## config.mk

```make
export PLATFORM = sky130hd
export DESIGN_NAME = pipe_hazard_ctrl_flat
export DESIGN_NICKNAME = d
export VERILOG_FILES = /design/src/rtl/pipe_hazard_ctrl_if.sv /design/src/rtl/pipe_hazard_ctrl.sv /design/src/flat_wrapper.sv
export SDC_FILE = /design/constraint.sdc
export NUM_CORES = 1
export LEC_CHECK = 0
export ABC_CLOCK_PERIOD_IN_PS = 3650
export BUFFER_PORTS_ARGS = -buffer_cell sky130_fd_sc_hd__buf_2
export CAP_MARGIN = 20
export CORE_MARGIN = 1.5
export CORE_UTILIZATION = 52
export DETAILED_ROUTE_END_ITERATION = 8
export PLACE_DENSITY = 0.91
export SETUP_SLACK_MARGIN = 0.02
export SLEW_MARGIN = 20
export SYNTH_ARGS = -nofsm -noshare
export SYNTH_HDL_FRONTEND = slang
export SYNTH_SLANG_ARGS = --single-unit
```

## constraint.sdc

```tcl
create_clock -name clk -period 3.65 [get_ports clk]
set_input_delay 0.365 -clock clk [delete_from_list [all_inputs] [get_ports clk]]
set_output_delay 0.365 -clock clk [all_outputs]
set_load 0.02 [all_outputs]
```

## src/rtl/pipe_hazard_ctrl_if.sv

```systemverilog
// Hazard-controller bundle: pipeline hazard inputs and per-register enable/flush controls.
// The master modport drives the hazard inputs; the slave modport is the sequencer itself.
interface pipe_hazard_ctrl_if;
  logic       memread_ex;
  logic [4:0] rt_ex;
  logic [4:0] rs_id;
  logic [4:0] rt_id;
  logic       jump_id;
  logic       branch_taken_mem;
  logic       mem_req;
  logic       mem_ready;

  logic       pc_en;
  logic       if_id_en;
  logic       if_id_flush;
  logic       id_ex_en;
  logic       id_ex_flush;
  logic       ex_mem_en;
  logic       ex_mem_flush;
  logic       mem_wb_bubble;
  logic       stall;
  logic       err;

  modport slave (
    input  memread_ex, rt_ex, rs_id, rt_id, jump_id, branch_taken_mem, mem_req, mem_ready,
    output pc_en, if_id_en, if_id_flush, id_ex_en, id_ex_flush, ex_mem_en, ex_mem_flush,
           mem_wb_bubble, stall, err
  );

  modport master (
    output memread_ex, rt_ex, rs_id, rt_id, jump_id, branch_taken_mem, mem_req, mem_ready,
    input  pc_en, if_id_en, if_id_flush, id_ex_en, id_ex_flush, ex_mem_en, ex_mem_flush,
           mem_wb_bubble, stall, err
  );
endinterface

```

## src/rtl/pipe_hazard_ctrl.sv

```systemverilog
// Stall/flush sequencer for a 5-stage MIPS pipeline with a memory-wait timeout FSM.
// Optional event counters are built when PIPE_HAZARD_PERF_EN is defined.
module pipe_hazard_ctrl #(
  parameter int unsigned MEM_TIMEOUT = 16,
  parameter int unsigned CNT_W       = 8
) (
  input  logic                    clk,
  input  logic                    rst_n,
  pipe_hazard_ctrl_if.slave       hz
`ifdef PIPE_HAZARD_PERF_EN
  ,
  output logic [31:0]             perf_mem_stall,
  output logic [31:0]             perf_loaduse,
  output logic [31:0]             perf_flush
`endif
);

  localparam logic [CNT_W-1:0] TimeoutCnt = CNT_W'(MEM_TIMEOUT);
  localparam logic [CNT_W-1:0] CntMax     = {CNT_W{1'b1}};

  typedef enum logic [1:0] {StRun, StWait, StError} state_e;

  state_e           state_q, state_d;
  logic [CNT_W-1:0] wait_cnt_q, wait_cnt_d;
  logic             err_q, err_d;

  logic             mem_stall;
  logic             load_use;
  logic             live;
  logic             act_mem;
  logic             act_branch;
  logic             act_loaduse;
  logic             act_jump;
  logic [CNT_W-1:0] cnt_inc;

  // Raw hazard conditions, before priority resolution.
  assign mem_stall = hz.mem_req & ~hz.mem_ready;
  assign load_use  = hz.memread_ex & (hz.rt_ex != 5'd0) &
                     ((hz.rt_ex == hz.rs_id) | (hz.rt_ex == hz.rt_id));

  // Outputs are forced idle while reset is held, even between clock edges.
  assign live        = rst_n & (state_q != StError);
  assign act_mem     = live & mem_stall;
  assign act_branch  = live & ~mem_stall & hz.branch_taken_mem;
  assign act_loaduse = live & ~mem_stall & ~hz.branch_taken_mem & load_use;
  assign act_jump    = live & ~mem_stall & ~hz.branch_taken_mem & ~load_use & hz.jump_id;

  assign cnt_inc = (wait_cnt_q == CntMax) ? CntMax : wait_cnt_q + 1'b1;

  always_ff @(posedge clk or negedge rst_n) begin
    if (!rst_n) begin
      state_q    <= StRun;
      wait_cnt_q <= '0;
      err_q      <= 1'b0;
    end else begin
      state_q    <= state_d;
      wait_cnt_q <= wait_cnt_d;
      err_q      <= err_d;
    end
  end

  always_comb begin
    state_d    = state_q;
    wait_cnt_d = wait_cnt_q;
    err_d      = err_q;
    unique case (state_q)
      StRun: begin
        if (mem_stall) begin
          state_d    = StWait;
          wait_cnt_d = {{(CNT_W-1){1'b0}}, 1'b1};
        end else begin
          wait_cnt_d = '0;
        end
      end
      StWait: begin
        // A completion on the timeout cycle wins over the timeout.
        if (!mem_stall) begin
          state_d    = StRun;
          wait_cnt_d = '0;
        end else if (cnt_inc >= TimeoutCnt) begin
          state_d    = StError;
          wait_cnt_d = cnt_inc;
          err_d      = 1'b1;
        end else begin
          wait_cnt_d = cnt_inc;
        end
      end
      StError: begin
        err_d = 1'b1;
      end
      default: begin
        state_d    = StRun;
        wait_cnt_d = '0;
      end
    endcase
  end

  always_comb begin
    hz.pc_en         = 1'b0;
    hz.if_id_en      = 1'b0;
    hz.if_id_flush   = 1'b0;
    hz.id_ex_en      = 1'b0;
    hz.id_ex_flush   = 1'b0;
    hz.ex_mem_en     = 1'b0;
    hz.ex_mem_flush  = 1'b0;
    hz.mem_wb_bubble = 1'b0;
    hz.stall         = 1'b0;
    hz.err           = err_q;
    if (rst_n && state_q == StError) begin
      hz.mem_wb_bubble = 1'b1;
      hz.stall         = 1'b1;
    end else if (live) begin
      hz.pc_en     = ~(act_mem | act_loaduse);
      hz.if_id_en  = ~(act_mem | act_loaduse);
      hz.id_ex_en  = ~act_mem;
      hz.ex_mem_en = ~act_mem;
      // EX/MEM holds during a memory wait, so the bubble keeps WB from committing twice.
      hz.mem_wb_bubble = act_mem;
      hz.stall         = act_mem | act_loaduse;
      hz.if_id_flush   = act_branch | act_jump;
      hz.id_ex_flush   = act_branch | act_loaduse;
      hz.ex_mem_flush  = act_branch;
    end
  end

`ifdef PIPE_HAZARD_PERF_EN
  logic [31:0] perf_mem_stall_q, perf_loaduse_q, perf_flush_q;

  always_ff @(posedge clk or negedge rst_n) begin
    if (!rst_n) begin
      perf_mem_stall_q <= '0;
      perf_loaduse_q   <= '0;
      perf_flush_q     <= '0;
    end else begin
      if (act_mem && perf_mem_stall_q != 32'hFFFF_FFFF) begin
        perf_mem_stall_q <= perf_mem_stall_q + 32'd1;
      end
      if (act_loaduse && perf_loaduse_q != 32'hFFFF_FFFF) begin
        perf_loaduse_q <= perf_loaduse_q + 32'd1;
      end
      if (act_branch && perf_flush_q != 32'hFFFF_FFFF) begin
        perf_flush_q <= perf_flush_q + 32'd1;
      end
    end
  end

  assign perf_mem_stall = perf_mem_stall_q;
  assign perf_loaduse   = perf_loaduse_q;
  assign perf_flush     = perf_flush_q;
`endif

endmodule

```

## src/flat_wrapper.sv

```systemverilog
// flat-port wrapper written by rule: the top's interface ports become plain ports
module pipe_hazard_ctrl_flat 
#(
  parameter int unsigned MEM_TIMEOUT = 16,
  parameter int unsigned CNT_W       = 8
)
  (clk, rst_n, hz_memread_ex, hz_rt_ex, hz_rs_id, hz_rt_id, hz_jump_id, hz_branch_taken_mem, hz_mem_req, hz_mem_ready, hz_pc_en, hz_if_id_en, hz_if_id_flush, hz_id_ex_en, hz_id_ex_flush, hz_ex_mem_en, hz_ex_mem_flush, hz_mem_wb_bubble, hz_stall, hz_err);
  pipe_hazard_ctrl_if hz_i ();
  input  logic clk;
  input  logic rst_n;
  input wire logic [$bits(hz_i.memread_ex)-1:0] hz_memread_ex;
  input wire logic [$bits(hz_i.rt_ex)-1:0] hz_rt_ex;
  input wire logic [$bits(hz_i.rs_id)-1:0] hz_rs_id;
  input wire logic [$bits(hz_i.rt_id)-1:0] hz_rt_id;
  input wire logic [$bits(hz_i.jump_id)-1:0] hz_jump_id;
  input wire logic [$bits(hz_i.branch_taken_mem)-1:0] hz_branch_taken_mem;
  input wire logic [$bits(hz_i.mem_req)-1:0] hz_mem_req;
  input wire logic [$bits(hz_i.mem_ready)-1:0] hz_mem_ready;
  output wire logic [$bits(hz_i.pc_en)-1:0] hz_pc_en;
  output wire logic [$bits(hz_i.if_id_en)-1:0] hz_if_id_en;
  output wire logic [$bits(hz_i.if_id_flush)-1:0] hz_if_id_flush;
  output wire logic [$bits(hz_i.id_ex_en)-1:0] hz_id_ex_en;
  output wire logic [$bits(hz_i.id_ex_flush)-1:0] hz_id_ex_flush;
  output wire logic [$bits(hz_i.ex_mem_en)-1:0] hz_ex_mem_en;
  output wire logic [$bits(hz_i.ex_mem_flush)-1:0] hz_ex_mem_flush;
  output wire logic [$bits(hz_i.mem_wb_bubble)-1:0] hz_mem_wb_bubble;
  output wire logic [$bits(hz_i.stall)-1:0] hz_stall;
  output wire logic [$bits(hz_i.err)-1:0] hz_err;
  assign hz_i.memread_ex = hz_memread_ex;
  assign hz_i.rt_ex = hz_rt_ex;
  assign hz_i.rs_id = hz_rs_id;
  assign hz_i.rt_id = hz_rt_id;
  assign hz_i.jump_id = hz_jump_id;
  assign hz_i.branch_taken_mem = hz_branch_taken_mem;
  assign hz_i.mem_req = hz_mem_req;
  assign hz_i.mem_ready = hz_mem_ready;
  assign hz_pc_en = hz_i.pc_en;
  assign hz_if_id_en = hz_i.if_id_en;
  assign hz_if_id_flush = hz_i.if_id_flush;
  assign hz_id_ex_en = hz_i.id_ex_en;
  assign hz_id_ex_flush = hz_i.id_ex_flush;
  assign hz_ex_mem_en = hz_i.ex_mem_en;
  assign hz_ex_mem_flush = hz_i.ex_mem_flush;
  assign hz_mem_wb_bubble = hz_i.mem_wb_bubble;
  assign hz_stall = hz_i.stall;
  assign hz_err = hz_i.err;
  pipe_hazard_ctrl #(.MEM_TIMEOUT(MEM_TIMEOUT), .CNT_W(CNT_W)) u_core (.clk(clk), .rst_n(rst_n), .hz(hz_i));
endmodule
```

==> flow_summary.json, run 1 <==
{
  "core_area_sq_mm": 0.001541,
  "pwr-share-seq_pct": 33.4,
  "post-route-period-util_pct": 68.95,
  "fin_skew_ns": 0.002344,
  "wl_per_cell_microns": 13.39,
  "worst_pin_slew_ns": 0.6309,
  "path_clk_slew_ns": 0.07,
  "die-area_sq_mm": 0.001942,
  "cp.arrival_ns": 2.15,
  "outcome": "completed",
  "async_flop_share_pct": 100.0,
  "drive_gt1_share_pct": 27.61,
  "endpoint_kind": "output pin",
  "yosys_warnings": 0,
  "dieHeight_microns": 44.07,
  "track_usage_pct": 22.68,
  "fmax_mhz": 397.4,
  "cp_data_required_time_ns": 3.28,
  "synthesis.area_sq_um": 877.1,
  "rsz0062_at_grt": "false",
  "diodes": 0,
  "grt_use_met1_pct": 27.18,
  "power_frac_clock_pct": 18.3,
  "ys_seq_area_share_pct": 31.38,
  "power_density_mw_per_mm2": 435.9,
  "drt-total-wl_mm": 2.008,
  "cts_tree": "built",
  "met3_usage_pct": 4.082,
  "synth_top_flop_cell": "dfrtp_1",
  "ir_worst_vdd_v": 0.0003375,
  "start_kind": "input port",
  "drv_slew": 0,
  "placedInstanceArea_sq_mm": 0.001018,
  "ys_ff_latch": 11,
  "clock-sinks": 11,
  "slowest_delay_ns": 0.52,
  "yosysUniqueCellTypes": 36,
  "std_cell_rows": 14,
  "power.switching_mw": 0.1968,
  "crit_top_cell": "buf_2",
  "syn_nets": 129,
  "post_layout_nonfiller_instances": 150,
  "p_int_mw": 0.2630,
  "cts_made_buffers": 3,
  "busiest_layer": "met2",
  "synth_cells": 103,
  "path_buf_inv": 3,
  "vias_per_cell": 5.947,
  "fin_tns_setup_ns": 0,
  "first_pass_iters": 4,
  "sw_frac_of_total_pct": 42.79,
  "cts_max_path_buffers": 2,
  "vias": 892,
  "crit_family": "buffers and inverters",
  "drc": 0,
  "overflow": 0,
  "final_area_sq_mm": 0.001055,
  "hpwlAfterDp_mm": 1.541,
  "clk_latency_ns": 0.27,
  "nets": 161,
  "layout_min_cycle_time_ns": 2.517,
  "drv_cap": 0,
  "slowest_stage": "dlygate4sd3_1",
  "grt_pass1_wl_mm": 3.229,
  "power_frac_comb_pct": 48.3,
  "die_width_microns": 44.07,
  "use_met2_pct": 39.12,
  "io_buffers": 31,
  "synth-edff-count": 0,
  "path_class": "in -> out",
  "area_growth_syn_to_layout_pct": 20.26,
  "fillCellCount": 114,
  "root_buffer": "clkbuf_4",
  "place.gp.congestion": 0.8166,
  "cp_cell_sequence": "dlygate4sd3_1, buf_2, nor3b_1, and2_1, a31o_2, buf_2",
  "setup_viol": 0,
  "cts_setup_buffers": 0,
  "avgSynthCellArea_sq_um": 8.515,
  "setup_ws_ns": 1.133,
  "drt_iter0_drc": 15,
  "slew_headroom_pct": 57.85,
  "initial_core_util_pct": 56.90,
  "htree_levels": 1,
  "grt_pass1_vias": 763,
  "dp.cells": 145,
  "holdCritPathClass": "reg -> reg",
  "finalHoldViolCount": 0,
  "cp_max_fo": 14,
  "mostFrequentLayoutCell": "buf_2",
  "pre_cts_slack_ns": 1.509,
  "ant_nets": 0,
  "ios": 32,
  "layout_common_cells": "buf_2, dfrtp_1, xnor2_1",
  "cellLeakagePower_nw": 0.4920,
  "antenna_found_initial": 0,
  "grt_max_degree": 15,
  "cts_resized": 0
}
through the flow:
step / utilization, % / total power [mW] / hold slack, ns
floorplan: - / 0.3174 / 0.06941
global route: 68.43 / 0.4941 / 0.5150
finish: 68.43 / 0.4598 / 0.4875
CTS: 68.43 / 0.4617 / 0.4933
detailed placement: 66.07 / 0.3731 / 0.2610
global placement: 66.07 / 0.3666 / 0.2615
cell families (layout without fill, tap and decap cells):
kind of cell	Yosys count	after routing	share of synthesized area [%]
buffers and inverters	10	41	5.990
AND/OR/NAND/NOR	33	33	19.97
flip-flops	11	11	31.38
AO/OA/AOI/OAI	34	34	25.82
adder cells (fa/ha/maj)	4	4	5.706
multiplexers	1	1	1.141
XOR/XNOR	10	10	9.985
synthesized netlist by cell type, types with 2 or more instances:
library cell	n	area share [%]
xnor2_1	10	10
ha_1	4	5.7
o22a_1	2	2.0
buf_4	2	1.7
nor4_1	2	1.4
a21oi_1	8	4.6
o21a_1	2	1.7
nor2_1	5	2.1
nor2b_1	2	1.4
nand4_1	4	2.9
and2_1	2	1.4
nand2_1	8	3.4
o21ai_0	6	3.4
o211ai_1	2	1.7
nand3_1	6	3.4
inv_1	4	1.7
a31oi_1	2	1.4
dfrtp_1	11	31
clkbuf_1	2	0.86
o21bai_1	3	2.6
flip-flops by register name, summed over array words and instances (netlist names):
| signal | count |
|---|---|
| u_core.wait_cnt_q | 8 |
| u_core.state_q | 2 |
| u_core.hz.err | 1 |
worst register-to-register path: cells and delay by family (launching register included):
kind                     cells  cell delay, ns
flip-flops                   1            0.41
adder cells (fa/ha/maj)      1            0.44
AO/OA/AOI/OAI                2            0.39
buffers and inverters        2            0.47
layer usage:
layer  part of all wire (%)  wire length [microns]
met3                    6.0                    120
met4                    1.8                     36
met2                     49                    990
met1                     43                    861
met5                      0                      0
cell type report:
| class | instances | area (sq um) | area share (%) |
|---|---|---|---|
| clock buffers | 4 | 26.28 | 2.491 |
| repair buffers | 32 | 165.2 | 15.66 |
| well taps | 16 | 20.02 | 1.898 |
| multi-input cells | 82 | 549.3 | 52.08 |
| flip-flops and latches | 11 | 275.3 | 26.10 |
| inverters | 5 | 18.77 | 1.779 |
worst paths after layout:
kind | from | to | slack (ns) | depth (start not counted)
worst min register to register | u_core.hz.err | u_core.hz.err | 0.49 | 1
worst min-delay path | u_core.hz.err | u_core.hz.err | 0.49 | 1
min in group asynchronous | rst_n | u_core.wait_cnt_q[6] | 0.50 | 2
worst max-delay path | rst_n | hz_id_ex_flush | 1.13 | 6
max in group asynchronous | rst_n | u_core.wait_cnt_q[7] | 2.93 | 2
worst max register to register | u_core.state_q[0] | u_core.wait_cnt_q[3] | 1.82 | 5
timing repair:
| action | CTS | global route |
|---|---|---|
| endpoints found under the setup margin | 0 | 0 |
| hold buffers | 1 | 0 |
| hold endpoints to repair | 11 | 0 |
power by group through the flow:
stage	Sequential (mW)	Clock, mW	Combinational (mW)
after floorplan	0.152	0	0.166
after global placement	0.155	0	0.212
after detailed placement	0.156	0	0.218
after CTS	0.154	0.0867	0.221
after global routing	0.157	0.0910	0.246
final	0.153	0.0842	0.222
(Power assumes the default switching activity.)
==> inputs of run 2 (changes only) <==
--- a/config.mk
+++ b/config.mk
@@ -5,13 +5,13 @@
 export SDC_FILE = /design/constraint.sdc
 export NUM_CORES = 1
 export LEC_CHECK = 0
-export ABC_CLOCK_PERIOD_IN_PS = 3650
+export ABC_CLOCK_PERIOD_IN_PS = 2400
 export BUFFER_PORTS_ARGS = -buffer_cell sky130_fd_sc_hd__buf_2
 export CAP_MARGIN = 20
 export CORE_MARGIN = 1.5
-export CORE_UTILIZATION = 52
+export CORE_UTILIZATION = 48
 export DETAILED_ROUTE_END_ITERATION = 8
-export PLACE_DENSITY = 0.91
+export PLACE_DENSITY = 0.86
 export SETUP_SLACK_MARGIN = 0.02
 export SLEW_MARGIN = 20
 export SYNTH_ARGS = -nofsm -noshare
==> constraint.sdc (replaced) <==
create_clock -name clk -period 2.4 [get_ports clk]
set_input_delay 0.24 -clock clk [delete_from_list [all_inputs] [get_ports clk]]
set_output_delay 0.24 -clock clk [all_outputs]
set_load 0.02 [all_outputs]
==> flow_summary.json, run 2 (same netlist as run 1, synthesis figures left out) <==
{
  "io_buffers": 31,
  "rsz0062_at_grt": "false",
  "holdCritPathClass": "in -> async",
  "ios": 32,
  "place.gp.congestion": 0.8119,
  "r2r_start": "u_core.state_q[0]",
  "drt_iter0_drc": 15,
  "path_class": "reg -> out",
  "outcome": "completed",
  "final_util_pct": 62.83,
  "drv_slew": 0,
  "fmax_mhz": 456.8,
  "cts_max_path_buffers": 2,
  "cts_tree": "built",
  "grt_pass1_wl_mm": 3.063,
  "cts_setup_buffers": 0,
  "first_pass_iters": 4,
  "std_cell_rows": 15,
  "drt-total-wl_mm": 1.945,
  "die-area_sq_mm": 0.002093,
  "clock-sinks": 11,
  "finalHoldViolCount": 0,
  "mostFrequentLayoutCell": "buf_2",
  "worst_pin_slew_ns": 0.5099,
  "root_buffer": "clkbuf_4",
  "dieHeight_microns": 45.75,
  "slowest_delay_ns": 0.39,
  "antenna_found_initial": 0,
  "overflow": 0,
  "crit_family": "flip-flops",
  "start_kind": "flop",
  "cp_max_fo": 14,
  "clk_latency_ns": 0.28,
  "slowest_stage": "dfrtp_1",
  "die_width_microns": 45.75,
  "core_area_sq_mm": 0.001727,
  "cts_made_buffers": 3,
  "ant_nets": 0,
  "layout_min_cycle_time_ns": 2.189,
  "regToRegSetupSlack_ns": 0.52,
  "path_buf_inv": 2,
  "grt_pass1_vias": 755,
  "largest_reg_flops": 8,
  "nets": 162,
  "fin_skew_ns": 0.006110,
  "ir_worst_vdd_v": 0.0004658,
  "reg2reg_depth": 5,
  "wl_per_cell_microns": 12.16,
  "drive_gt1_share_pct": 28.89,
  "fin_tns_setup_ns": 0,
  "cp_cell_sequence": "inv_1, ha_1, nor3b_4, a21boi_0, buf_2",
  "power_density_mw_per_mm2": 653.2,
  "vias": 892,
  "slew_headroom_pct": 66.01,
  "diodes": 0,
  "vias_per_cell": 5.575,
  "area_growth_syn_to_layout_pct": 23.68,
  "layout_common_cells": "buf_2, dfrtp_1, xnor2_1",
  "grt_max_degree": 15,
  "setup_viol": 0,
  "post-route-period-util_pct": 91.22,
  "htree_levels": 1,
  "endpoint_kind": "output pin",
  "cp_data_required_time_ns": 2.16,
  "drv_cap": 0,
  "track_usage_pct": 20.10,
  "initial_core_util_pct": 50.80,
  "cellLeakagePower_nw": 0.5009,
  "holdWs_ns": 0.3721,
  "hpwlAfterDp_mm": 1.520,
  "path_clk_slew_ns": 0.07,
  "reg2reg_to": "u_core.wait_cnt_q[3]",
  "drc": 0,
  "cp.arrival_ns": 1.95,
  "largest-register": "u_core.wait_cnt_q"
}
==> run 2: worst max-delay path by stage <==
stage	depth (start not counted)	to	startpoint
floorplan	5	hz_pc_en	u_core.state_q[0]
global placement	6	hz_pc_en	hz_rt_ex[0]
detailed placement	5	hz_if_id_en	u_core.state_q[0]
CTS	5	hz_if_id_en	u_core.state_q[0]
global route	5	hz_if_id_en	u_core.state_q[0]
finish	5	hz_if_id_en	u_core.state_q[0]
==> run 2: through the flow <==
stage	setup WS [ns]	area, sq um	std cells	total power, mW
final	0.2107	1085	160	0.7085
after global routing	0.06413	1085	160	0.7592
after CTS	0.2072	1079	160	0.7024
after detailed placement	0.5044	1042	155	0.5748
after global placement	0.5865	1042	155	0.5619
after floorplan	0.1212	882.1	103	0.4852
==> run 2: area by class of cell <==
| cell class | count | area [sq um] |
|---|---|---|
| Clock buffer | 4 | 26.28 |
| Tap cell | 25 | 31.28 |
| Timing Repair Buffer | 33 | 172.7 |
| Sequential cell | 11 | 275.3 |
| Fill cell | 162 | 641.9 |
| Inverter | 5 | 18.77 |
| Multi-Input combinational cell | 82 | 560.5 |
==> run 2: power by group <==
group          leakage [nW]  total (mW)  switching, mW  internal (mW)
logic                 0.340       0.343          0.211          0.132
registers             0.146       0.235         0.0271          0.208
clock network        0.0150       0.130         0.0658         0.0645
total                 0.501       0.709          0.304          0.405
==> run 2: what timing repair did <==
| item | in CTS | in global routing |
|---|---|---|
| gates resized for setup | 0 | 1 |
| hold buffers | 1 | 0 |
| endpoints found under the hold margin | 11 | 0 |
| endpoints found under the setup margin | 0 | 1 |
==> run 2: per-layer routing <==
| layer | wire (microns) | vias up | track usage, % |
|---|---|---|---|
| met3 | 123 | 5 | 3.968 |
| met5 | 0 | - | 0 |
| li1 | - | 443 | - |
| met2 | 962 | 29 | 34.93 |
| met1 | 829 | 415 | 24.63 |
| met4 | 30 | 0 | 6.857 |
